$ cat src/rtl/billiard_pkg.sv
// Shared constants and types for the billiard table datapath.
package billiard_pkg;

  localparam int DEFAULT_NUM_BALLS      = 4;
  localparam int DEFAULT_POCKET_SIZE    = 10;
  localparam int DEFAULT_CAPTURE_MARGIN = 2;
  localparam int CUE_BALL_IDX           = 0;
  localparam int HIT_COUNT_MAX          = 15;

  typedef enum logic {COLLECT, REPORT} hit_state_t;

  typedef logic [3:0] ball_idx_t;

endpackage

$ cat src/rtl/pocket_window_cmp.sv
// Combinational capture-window test for one pocket: is the scan pixel inside
// the pocket sprite, inset by CAPTURE_MARGIN on every edge?
module pocket_window_cmp
  import billiard_pkg::*;
#(
  parameter int POCKET_SIZE    = DEFAULT_POCKET_SIZE,
  parameter int CAPTURE_MARGIN = DEFAULT_CAPTURE_MARGIN
) (
  input  logic        [10:0] pixelX,
  input  logic        [10:0] pixelY,
  input  logic signed [10:0] topLeftX,
  input  logic signed [10:0] topLeftY,
  output logic               inWin
);

  localparam logic signed [11:0] LO_OFF = 12'(CAPTURE_MARGIN);
  localparam logic signed [11:0] HI_OFF = 12'(POCKET_SIZE - 1 - CAPTURE_MARGIN);

  logic signed [11:0] px, py, tlx, tly;
  logic signed [11:0] x_lo, x_hi, y_lo, y_hi;

  // Pixels are unsigned scan coordinates, the pocket may sit partly off-screen.
  assign px   = {1'b0, pixelX};
  assign py   = {1'b0, pixelY};
  assign tlx  = {topLeftX[10], topLeftX};
  assign tly  = {topLeftY[10], topLeftY};

  assign x_lo = tlx + LO_OFF;
  assign x_hi = tlx + HI_OFF;
  assign y_lo = tly + LO_OFF;
  assign y_hi = tly + HI_OFF;

  assign inWin = (px >= x_lo) && (px <= x_hi) && (py >= y_lo) && (py <= y_hi);

endmodule

$ cat src/rtl/black_hole_hit_tracker.sv
// Collects per-frame pocket hits, then reports them one ball per clock as
// sunk/foul pulses while keeping the round's sunk mask and score.
module black_hole_hit_tracker
  import billiard_pkg::*;
#(
  parameter int NUM_BALLS      = DEFAULT_NUM_BALLS,
  parameter int POCKET_SIZE    = DEFAULT_POCKET_SIZE,
  parameter int CAPTURE_MARGIN = DEFAULT_CAPTURE_MARGIN
) (
  input  logic                  clk,
  input  logic                  resetN,
  input  logic                  startOfFrame,
  input  logic                  newRound,
  input  logic           [10:0] pixelX,
  input  logic           [10:0] pixelY,
  input  logic signed    [10:0] topLeftX,
  input  logic signed    [10:0] topLeftY,
  input  logic [NUM_BALLS-1:0]  ballDR,
  output logic [NUM_BALLS-1:0]  sunkMask,
  output logic                  sunkPulse,
  output logic                  foulPulse,
  output logic            [3:0] sunkIndex,
  output logic            [3:0] hitCount,
  output logic                  allSunk
);

  localparam ball_idx_t LAST_IDX = ball_idx_t'(NUM_BALLS - 1);
  localparam ball_idx_t CUE_IDX  = ball_idx_t'(CUE_BALL_IDX);

  hit_state_t           state_q, state_d;
  ball_idx_t            scan_idx_q, scan_idx_d;
  logic [NUM_BALLS-1:0] frame_hits_q, frame_hits_d;
  logic [NUM_BALLS-1:0] snapshot_q, snapshot_d;
  logic [NUM_BALLS-1:0] sunk_mask_q, sunk_mask_d;
  logic           [3:0] hit_count_q, hit_count_d;
  ball_idx_t            sunk_index_q, sunk_index_d;
  logic                 sunk_pulse_q, sunk_pulse_d;
  logic                 foul_pulse_q, foul_pulse_d;

  logic                 in_win;
  logic [NUM_BALLS-1:0] hit_vec;
  logic                 cur_hit;

  pocket_window_cmp #(
    .POCKET_SIZE   (POCKET_SIZE),
    .CAPTURE_MARGIN(CAPTURE_MARGIN)
  ) u_window (
    .pixelX  (pixelX),
    .pixelY  (pixelY),
    .topLeftX(topLeftX),
    .topLeftY(topLeftY),
    .inWin   (in_win)
  );

  assign hit_vec = in_win ? ballDR : '0;

  always_comb begin
    state_d      = state_q;
    scan_idx_d   = scan_idx_q;
    frame_hits_d = frame_hits_q | hit_vec;
    snapshot_d   = snapshot_q;
    sunk_mask_d  = sunk_mask_q;
    hit_count_d  = hit_count_q;
    sunk_index_d = sunk_index_q;
    sunk_pulse_d = 1'b0;
    foul_pulse_d = 1'b0;
    cur_hit      = 1'b0;

    for (int i = 0; i < NUM_BALLS; i++) begin
      if (scan_idx_q == ball_idx_t'(i)) cur_hit = snapshot_q[i];
    end

    if (newRound) begin
      state_d      = COLLECT;
      scan_idx_d   = '0;
      frame_hits_d = '0;
      snapshot_d   = '0;
      sunk_mask_d  = '0;
      hit_count_d  = '0;
    end else begin
      case (state_q)
        COLLECT: begin
          // Hits seen on the frame-start cycle already belong to the new frame.
          if (startOfFrame) begin
            snapshot_d   = frame_hits_q & ~sunk_mask_q;
            frame_hits_d = hit_vec;
            scan_idx_d   = '0;
            state_d      = REPORT;
          end
        end
        REPORT: begin
          if (cur_hit) begin
            sunk_index_d = scan_idx_q;
            if (scan_idx_q == CUE_IDX) begin
              foul_pulse_d = 1'b1;
            end else begin
              sunk_pulse_d = 1'b1;
              for (int i = 1; i < NUM_BALLS; i++) begin
                if (scan_idx_q == ball_idx_t'(i)) sunk_mask_d[i] = 1'b1;
              end
              if (hit_count_q != 4'(HIT_COUNT_MAX)) hit_count_d = hit_count_q + 4'd1;
            end
          end
          if (scan_idx_q == LAST_IDX) begin
            state_d = COLLECT;
          end else begin
            scan_idx_d = scan_idx_q + 4'd1;
          end
        end
        default: state_d = COLLECT;
      endcase
    end
  end

  always_ff @(posedge clk or negedge resetN) begin
    if (!resetN) begin
      state_q      <= COLLECT;
      scan_idx_q   <= '0;
      frame_hits_q <= '0;
      snapshot_q   <= '0;
      sunk_mask_q  <= '0;
      hit_count_q  <= '0;
      sunk_index_q <= '0;
      sunk_pulse_q <= 1'b0;
      foul_pulse_q <= 1'b0;
    end else begin
      state_q      <= state_d;
      scan_idx_q   <= scan_idx_d;
      frame_hits_q <= frame_hits_d;
      snapshot_q   <= snapshot_d;
      sunk_mask_q  <= sunk_mask_d;
      hit_count_q  <= hit_count_d;
      sunk_index_q <= sunk_index_d;
      sunk_pulse_q <= sunk_pulse_d;
      foul_pulse_q <= foul_pulse_d;
    end
  end

  assign sunkMask  = sunk_mask_q;
  assign sunkPulse = sunk_pulse_q;
  assign foulPulse = foul_pulse_q;
  assign sunkIndex = sunk_index_q;
  assign hitCount  = hit_count_q;
  assign allSunk   = &sunk_mask_q[NUM_BALLS-1:1];

endmodule

$ cat config.mk
export PLATFORM = sky130hd
export DESIGN_NAME = black_hole_hit_tracker
export DESIGN_NICKNAME = d
export VERILOG_FILES = /design/src/rtl/billiard_pkg.sv /design/src/rtl/pocket_window_cmp.sv /design/src/rtl/black_hole_hit_tracker.sv
export SDC_FILE = /design/constraint.sdc
export NUM_CORES = 1
export LEC_CHECK = 0
export CORE_UTILIZATION = 50
export CTS_CLUSTER_SIZE = 16
export DETAILED_ROUTE_END_ITERATION = 6
export PLACE_DENSITY = 0.8
export SLEW_MARGIN = 15
export SYNTH_ARGS = -nofsm -noshare
export SYNTH_HDL_FRONTEND = slang
export SYNTH_SLANG_ARGS = --single-unit
export TNS_END_PERCENT = 20
$ cat constraint.sdc
create_clock -name clk -period 2.4 [get_ports clk]
set_input_delay 0.24 -clock clk [delete_from_list [all_inputs] [get_ports clk]]
set_output_delay 0.24 -clock clk [all_outputs]
set_load 0.05 [all_outputs]
# Yosys cells after proc, flatten, opt, wreduce, memory -nomap -nowiden
# Index checks and enable logic that the tools add are counted.
op_classes:
  addsub: 6
  n_mul: 0
  div: 0
  magnitude_cmp: 4
  eq_ne: 8
  shift: 0
  mux: 39
  bitwise_logic: 5
  n_reduce_logical: 19
op_table:
  columns: ["cell", "n"]
  rows:
  - ["2-to-1 mux 4 bit", 15]
  - ["adder 11 x 3 -> 12 bit (second input constant)", 2]
  - ["adder 11 x 4 -> 12 bit (second input constant)", 2]
  - ["greater-or-equal comparator 12 bit", 2]
  - ["<= comparator 12 bit", 2]
  - ["2-to-1 mux 1 bit", 18]
  - ["AND reduction 4 bit", 4]
  - ["nonzero test 2 bit", 7]
  - ["2-to-1 mux 3 bit", 4]
  - ["adder 4 x 1 -> 4 bit (second input constant)", 2]
  - ["== test 4 x 2 -> 1 bit (second input constant)", 2]
  - ["one-hot mux 4 bit (2 select lines)", 1]
  - ["!= test 3 bit (second input constant)", 2]
  - ["AND reduction 3 bit", 2]
  - ["bitwise AND 4 bit", 1]
  - ["== test 4 x 1 -> 1 bit (second input constant)", 1]
  - ["zero test 4 bit", 1]
  - ["!= test 2 bit (second input constant)", 2]
  - ["!= test 4 bit (second input constant)", 1]
  - ["NOT 4 bit", 1]
  - ["bitwise OR 4 bit", 1]
  - ["AND reduction 2 bit", 2]
  - ["logical AND 1 bit", 3]
  - ["NOT 1 bit", 2]
  - ["one-hot mux 1 bit (2 select lines)", 1]
totals:
  ff_bits: 26
  latchBits: 0
  mem_bits_rw: 0
  mem_bits_ro: 0
  output_inout_bits: 15
  word_cells: 92
  mem_count: 0

# Longest topological paths before layout
depth:
  word_depth: 10
  mapped_depth: 13
  ltp_nobuf: 13

# Modules after synthesis
# From an unflattened synthesis, not the netlist that was laid out.
hier_totals:
  cells_unflattened: 335
  hier_area_um2: 2980.4
modules_own_cells:
  columns: ["mod", "instances", "cells_each", "area_each_um2"]
  rows:
  - ["pocket_window_cmp", 1, 212, 1671.6]
  - ["black_hole_hit_tracker", 1, 123, 1308.8]

# Least setup slack after synthesis
# OpenSTA, ideal clock, no wires.
synth_path:
  path_kind: "input -> register"
  start: "input port topLeftX[1]"
  end: "register frame_hits_q[0]"
  t_arrival_ns: 2.292
  path_slack_ns: 0.013
  cell_stages: 13
  cell_sequence: "inv_1 > ha_1 > a21boi_0 > nor2_1 > nand3_1 > xor2_1 > ha_1 > nand2_1 > o2111a_1 > a21oi_1 > o221ai_1 > nand3_2 > o31ai_1"
synth_between:
  elab_chain_len: 10
  word_cells_on_any_way: 12
synth_lines:
  columns: ["item", "line", "rtl"]
  rows:
  - ["from (decl)", "black_hole_hit_tracker.sv:16", "input logic signed [10:0] topLeftX,"]
  - ["adder 11 x 3 -> 12 bit / adder 11 x 4 -> 12 bit (equally long branches)", "pocket_window_cmp.sv:28, pocket_window_cmp.sv:29", null]
  - ["greater-or-equal comparator 12 bit / <= comparator 12 bit (equally long branches)", "pocket_window_cmp.sv:33", "assign inWin = (px >= x_lo) && (px <= x_hi) && (py >= y_lo) && (py <= y_hi);"]
  - ["logical AND 1 bit (*) (3 in series)", "pocket_window_cmp.sv:33", null]
  - ["2-to-1 mux 4 bit (*)", "black_hole_hit_tracker.sv:55", "assign hit_vec = in_win ? ballDR : '0;"]
  - ["bitwise OR 4 bit", "black_hole_hit_tracker.sv:60", "frame_hits_d = frame_hits_q | hit_vec;"]
  - ["2-to-1 mux 4 bit", "black_hole_hit_tracker.sv:84", "if (startOfFrame) begin"]
  - ["2-to-1 mux 4 bit (*)", "black_hole_hit_tracker.sv:81", "case (state_q)"]
  - ["2-to-1 mux 4 bit (*)", "black_hole_hit_tracker.sv:73", "if (newRound) begin"]
  - ["named net frame_hits_d[0]", "black_hole_hit_tracker.sv:32", "logic [NUM_BALLS-1:0] frame_hits_q, frame_hits_d;"]
  - ["to (signal assigned)", "black_hole_hit_tracker.sv:129", "frame_hits_q <= frame_hits_d;"]
  - ["to (decl)", "black_hole_hit_tracker.sv:32", null]
# The timed path passes the listed nets; every way through them passes the cells marked *.
# A chain may end at the register's enable or synchronous reset.

# Final worst setup path
layout_path:
  start: "input port topLeftX[2]"
  end: "register frame_hits_q[3]"
# Same word-level chain as after synthesis.

==> impl_results.md <==
- Worst path depth: 13
- Internal power: between 0.9 and 1 mW
- DRT Pass-1 Iters: 4
- Met1 WL: ~3300 um
- Post-Synthesis Cells: approximately 340
- Synth Area in Simple Gates: 0.226
- Post-DP HPWL: approximately 6300 um
- Total Routing Usage GR: 0.268
- Clock Path Buffers: 2
- Fmax: 436 MHz
- Setup Viol. Count Final: 0
- Main synth FF type: dfrtp_1
- Skew final: between 0.001 and 0.0015 ns
- Clock Pin Slew Worst Setup and Hold Paths: approximately 0.09 ns
- First-pass GRT wire length: roughly 13000 um
- Synth Area in Adders: 0.246
- Met3 WL: 325 um
- CP top delay family: compound AO/OA/AOI/OAI gates
- Largest net degree at the start of global routing: 27
- Vias per inst: around 5.6
- Clock power frac: 0.208
- Max FO, Critical Path: 4
- Relative slew slack: 0.667
- Slowest cell on crit path: ha_1
- VDD IR max: 0.236 mV
- Switch Pwr: ~0.45 mW
- Clk_lat worst skew: roughly 0.27 ns
- Post-synth EDFFs: 0
- Synth Area in Compound Gates: 0.148
- Vias in the first global route: 3072
- Sw frac: 0.334
- Antenna-violating nets left: 0
- Seq/Total Area, Yosys: 0.224
- CP bufs+invs: 3
- Die ar.: 6110 um2
- Main combinational cell family by area after synthesis: adder cells
- Worst EP required: 2.59 ns
- Sequential share of power: 0.335
- CP Data Arrival Time: around 2.5 ns
- H-tree levels: 1
- Clock root buffer: clkbuf_8
- Ys async rst share: 1.00
- Final Hold Fails: 0
- Mapped Area: 2900 um2
- Final min period: ~2.3 ns
- WS Path Type: in -> reg
- Largest stage delay, worst path: between 0.3 and 0.4 ns
- Share of cells above drive strength 1: 0.262
- FP Rows: 27
- DRC: 0
- Cell Count, Final, Fillers Out: about 540
- Power Density: about 310 nW/um2
- Flops & latches, synth: 26
- Period utilization: 0.956
- Yosys Warn Count: 0
- Fin area: between 4000 and 5000 um2
- Chip height: 78.1 um
- DR WL met2: 4390 um
- Worst-margin pin slew: about 0.50 ns
- Worst hold path type: in -> async
- Placed Instances: 534
- Commonest non-fill, non-tap cell in the layout: buf_4
- Slew Viols, Final: 0
- I/O pin count: 67
- Die width: 78.1 um
- Total wire length: between 8000 and 9000 um
- CTS tree: yes
- Most frequent cells in the layout: buf_4, ha_1, clkdlybuf4s50_1
- Crit. End Element: flip-flop
- Comb pwr share: 0.457
- Xor/xnor cell area share of the yosys netlist: 0.109
- Via count: just over 3000
- P_leak: between 1.5 and 2 nW
- Mux share of post-synthesis cell area: 0.00345
- Initial DRC Count: ~150
- Post-placement cell area: between 4000 and 5000 um2
- Syn-to-layout area delta: 49.8%
- Clock sink count: 26
- Syn Area/Cell: around 8.5 um2
- Core region area: ~5500 um2
- Antenna violations before repair: 0
- Initial Util: 0.523
- Startpoint types: primary input
- ANT cells: 0
- CP cell instances: clkdlybuf4s15_1 > buf_6 > ha_2 > and3_4 > nand3_1 > xor2_1 > ha_1 > nand3_2 > a211o_1 > nand4_1 > o21ai_1 > buf_4 > o31ai_4
- Outcome: finished, final reports clean
- Grt total ovfl: 0
- Nets: 579
- Drt wl/cell: about 15 um
- Worst hold slack: 0.338 ns
- Placer Congestion: about 0.90
- IO Port Bufs: 65
- Worst Reg2Reg Path Length in Cells: 8
- Layout filler cell count: roughly 390
- Reg2Reg Setup Slack: around 0.2 ns
- Total CTS buffers: 3
- Max-cap violations: 0
- Synthesized Nets: 452
- Synth cell types: 47
- DR top layer: met4
-- state kept, by name (all words and copies together), names as in the netlist --
register	flops
hitCount	4
state_q	1
frame_hits_q	4
foulPulse	1
snapshot_q	4
sunkMask	3
scan_idx_q	4
sunkIndex	4
sunkPulse	1
-- kinds of logic (layout without fill, tap and decap cells) --
logic type / count (synthesis) / count (layout)
DFF: 26 / 26
and+or+nand+nor: 130 / 130
muxes: 1 / 1
adders and majority gates: 57 / 57
buffers and inverters: 28 / 154
AOI/OAI and AO/OA: 64 / 64
other: 1 / 1
xor gates and xnor gates: 36 / 36
-- power by group through the flow --
stage          clock network (mW)  registers, mW  logic [mW]
3_3_place_gp                    0          0.462       0.531
2_1_floorplan                   0          0.464       0.266
6_report                    0.283          0.454       0.620
5_1_grt                     0.306          0.455       0.679
3_5_place_dp                    0          0.462       0.553
4_1_cts                     0.289          0.454       0.574
-- synth_stat cells, drive strengths merged, types with 2 or more instances --
cell type | instances | share of area
xnor2 | 14 | 0.042
ha | 57 | 0.25
nand4 | 10 | 0.024
nand3 | 18 | 0.035
o221ai | 2 | 0.0060
inv | 19 | 0.025
nand4b | 2 | 0.0060
and2 | 5 | 0.011
a211oi | 4 | 0.010
or3 | 2 | 0.0047
clkbuf | 4 | 0.0052
and3 | 3 | 0.0065
o21ai | 9 | 0.016
buf | 5 | 0.013
nand2 | 40 | 0.052
dfrtp | 26 | 0.22
o31ai | 5 | 0.013
nor3 | 3 | 0.0052
nor3b | 4 | 0.010
a21boi | 2 | 0.0052
nor2 | 30 | 0.039
o211ai | 3 | 0.0078
o41ai | 2 | 0.011
a21oi | 26 | 0.045
xor2 | 22 | 0.066
o2111a | 2 | 0.0078
nand2b | 3 | 0.0065
nor2b | 6 | 0.013
a41oi | 2 | 0.0060
-- layer usage --
layer	up-vias	GRT usage
li1	1479	-
met1	1458	0.305
met2	103	0.519
met3	15	0.0372
met4	0	0.0685
met5	-	0
-- final cells by class --
cell class / count / area (um2) / area share
well taps: 72 / 90.1 / 0.0207
repair buffers: 131 / 1160 / 0.268
multi-input cells: 289 / 2310 / 0.533
clock buffers: 4 / 55.1 / 0.0127
flip-flops and latches: 26 / 651 / 0.150
inverters: 19 / 71.3 / 0.0164
-- worst register-to-register path, cell delays in order (launching register included) --
cell and delay, ns:
dfrtp_1 0.46, inv_1 0.12, ha_1 0.20, nor2b_1 0.25, a221oi_1 0.16, o31ai_2 0.28
nand2_1 0.19, or3_1 0.33, a21oi_1 0.14
-- final timing paths --
check | start | to
setup / recovery | topLeftX[2] | frame_hits_q[3]$_DFF_PN0_
hold / removal | resetN | scan_idx_q[2]$_DFFE_PN0P_
setup reg to reg | scan_idx_q[0]$_DFFE_PN0P_ | hitCount[3]$_DFFE_PN0P_
hold reg to reg | sunkIndex[3]$_DFFE_PN0P_ | sunkIndex[3]$_DFFE_PN0P_
max in group asynchronous | resetN | frame_hits_q[3]$_DFF_PN0_
min in group clk | sunkIndex[3]$_DFFE_PN0P_ | sunkIndex[3]$_DFFE_PN0P_
-- stage by stage --
step	setup TNS (ns)	utilization	power [mW]	setup WS (ns)
2_1_floorplan	0	-	0.730	0.0125
3_3_place_gp	-2.07	0.733	0.992	-0.518
3_5_place_dp	-2.56	0.733	1.02	-0.670
4_1_cts	-0.000720	0.757	1.32	-0.000720
5_1_grt	-0.0407	0.784	1.44	-0.0407
6_report	0	0.784	1.36	0.104
-- what timing repair did --
| item | in CTS | in global routing |
|---|---|---|
| hold endpoints to repair | 0 | 0 |
| resized for setup | 35 | 48 |
| hold buffers | 0 | 0 |
| endpoints found under the setup margin | 4 | 10 |
| pin swaps | 21 | 25 |
| setup buffers | 2 | 1 |
No activity file was read; power rests on OpenSTA's default activity.
==> RTL change (same settings) <==
Set the package constant `HIT_COUNT_MAX` to 7 (it was 15).
--- a/src/rtl/billiard_pkg.sv
+++ b/src/rtl/billiard_pkg.sv
@@ -7,3 +7,3 @@
   localparam int CUE_BALL_IDX           = 0;
-  localparam int HIT_COUNT_MAX          = 15;
+  localparam int HIT_COUNT_MAX          = 7;
 
Check against the original RTL: same outputs for any inputs over 10 cycles, from zero or initial values and one cycle with resetN low; that may be too few to reach the edited logic, so the function may still have changed.
==> RTL change against the original RTL <==
- synthesized area up 0.30%
- via count down 3.7%
- power up 1.7%
- hold slack worse by 0.0039 ns
- sequential cell count unchanged
- die area up 0.29%
- design area down 0.60%
- routed wire length down 4.9%
- setup slack worse by 0.029 ns
- non-clock buffer count down 4
- count of clock-buffer cells in the layout unchanged
- critical path type unchanged
==> RTL change: results <==
group,metric,value,unit
run_status,status,"finished, final reports clean",
synth,synth_top_cells_by_count,"ha_1 (57), nand2_1 (38), nor2_1 (31)",
grt,grt_pass1_wl,12600,um
setup_path,crit_arrival,2.50,ns
pwr,leakage,1.99,nW
finish,drive_gt1_frac,0.252,
setup_path,r2r-end,"sunkIndex[3]$_DFFE_PN0P_",
cts,cts_root_buffer,"clkbuf_8",
timing,setup-tns-final,0,ns
synth,postSynthAreaPerCell,8.53,um2
detailed_routing,drt-vias-per-instance,5.49,
cts,tritoncts.num_buffers,3,
place,dp.cells,529,
synth,synth_compound_area_frac,0.158,
place,place.gp.congestion,0.940,
place,dp_hpwl,6250,um
timing,hold_slack,0.334,ns
min_path,hp-class,"in -> async",
finish,nNetsFinal,574,
cts,clkTransAtPathRegs,0.08,ns
finish,num-fill-cells,403,
synth,synthFlopType,"dfrtp_1",
setup_path,reg2reg_slack,0.13,ns
synth,synthAdderAreaFrac,0.245,
timing,clock_skew,0.00179,ns
setup_path,setup.worst_path.end,"frame_hits_q[3]$_DFF_PN0_",
finish,antenna_cells,0,
synth,yosysUniqueCellTypes,50,
place,postPlaceCellArea,4060,um2
setup_path,r2r-start,"scan_idx_q[0]$_DFFE_PN0P_",
synth,ys.warnings.count,0,
grt,grt_max_degree,27,
setup_path,crit_fanout,4,
timing,maxSlewViolCount,0,
timing,worst_pin_slew,0.554,ns
grt,grt_use_total,0.255,
synth,synth_xor_area_frac,0.114,
synth,synth.area.top_cells,"ha_1 (25%), dfrtp_1 (22%), xor2_1 (6.3%), xnor2_1 (5.1%), nand2_1 (4.9%)",
finish,layout.cells.non_filler,536,
synth,synth_fp_nets,450,
grt,grt_pass1_vias,2949,
pwr,ir_drop,0.261,mV
synth,synth_seq_area_share,0.224,
cts,clk_latency,0.27,ns
synth,muxShareOfSynthArea,0.00688,
setup_path,crit_start,"topLeftX[8]",
setup_path,r2r_cells,7,
detailed_routing,dr.pass1.iters,4,
cts,clockBufferDepth,2,
synth,ys_async_sr_fraction,1.00,
detailed_routing,drt-total-wl,7730,um
place,place.port_buffers,65,
detailed_routing,drt_iter0_drc,145,
grt,antenna_found_initial,0,
[RTL change: cell types whose count changed after synthesis, moves of 3 or more]
| cell | change |
|---|---|
| inv_1 | +5 |
| o21ai_0 | -4 |
| o21ai_1 | +3 |
| xnor2_1 | +3 |
[RTL change: where the power goes]
part           internal (mW)  switching [mW]
Sequential             0.450         0.00982
Clock                  0.147           0.134
Combinational          0.317           0.322
[RTL change: what timing repair did]
item,CTS,global route
resized for setup,34,39
setup buffers,0,3
pin swaps,15,30
hold buffers,0,0
endpoints found under the setup margin,4,4
[RTL change: worst min-delay path by stage]
stage                                           end                       from  depth (start not counted)
after floorplan                 foulPulse$_DFF_PN0_                     resetN                          0
after global placement    frame_hits_q[1]$_DFF_PN0_  frame_hits_q[1]$_DFF_PN0_                          2
after detailed placement  frame_hits_q[3]$_DFF_PN0_  frame_hits_q[3]$_DFF_PN0_                          2
after CTS                       sunkPulse$_DFF_PN0_                     resetN                          2
after global routing            sunkPulse$_DFF_PN0_                     resetN                          2
final                           sunkPulse$_DFF_PN0_                     resetN                          2
[RTL change: cell type report]
cell class	instances	area, um2	share of cell area
Multi-Input combinational cell	283	2300	0.533
Sequential cell	26	651	0.151
Inverter	24	90.1	0.0209
Clock buffer	4	55.1	0.0127
Timing Repair Buffer	127	1130	0.262
Tap cell	72	90.1	0.0209
[RTL change: kinds of logic after synthesis]
| group | Yosys count |
|---|---|
| AND/OR/NAND/NOR | 122 |
| AO/OA/AOI/OAI | 63 |
| adder cells (fa/ha/maj) | 57 |
| XOR/XNOR | 38 |
| buffers and inverters | 32 |
| flip-flops | 26 |
| multiplexers | 2 |
| other | 1 |
[RTL change: metrics by stage]
step	worst slack [ns]	utilization
floorplan	0.125	-
global placement	-0.488	0.732
detailed placement	-0.647	0.732
CTS	0.00102	0.756
global route	-0.0834	0.779
finish	0.0751	0.779
[RTL change: metal layers]
layer | share of wire | track usage | up-vias
met2 | 0.52 | 0.485 | 78
met4 | 0.016 | 0.0741 | 0
li1 | - | - | 1463
met5 | 0 | 0 | -
met1 | 0.42 | 0.294 | 1387
met3 | 0.038 | 0.0314 | 15
[RTL change: critical path, cell delays in order]
cell             delay, ns
clkdlybuf4s50_1       0.53
nand2_1               0.13
nor2_2                0.12
nand2_1               0.07
xor2_1                0.14
ha_2                  0.22
nor2_2                0.13
o2111a_1              0.19
a21oi_1               0.06
o221ai_2              0.21
nand3_2               0.18
o31ai_1               0.29
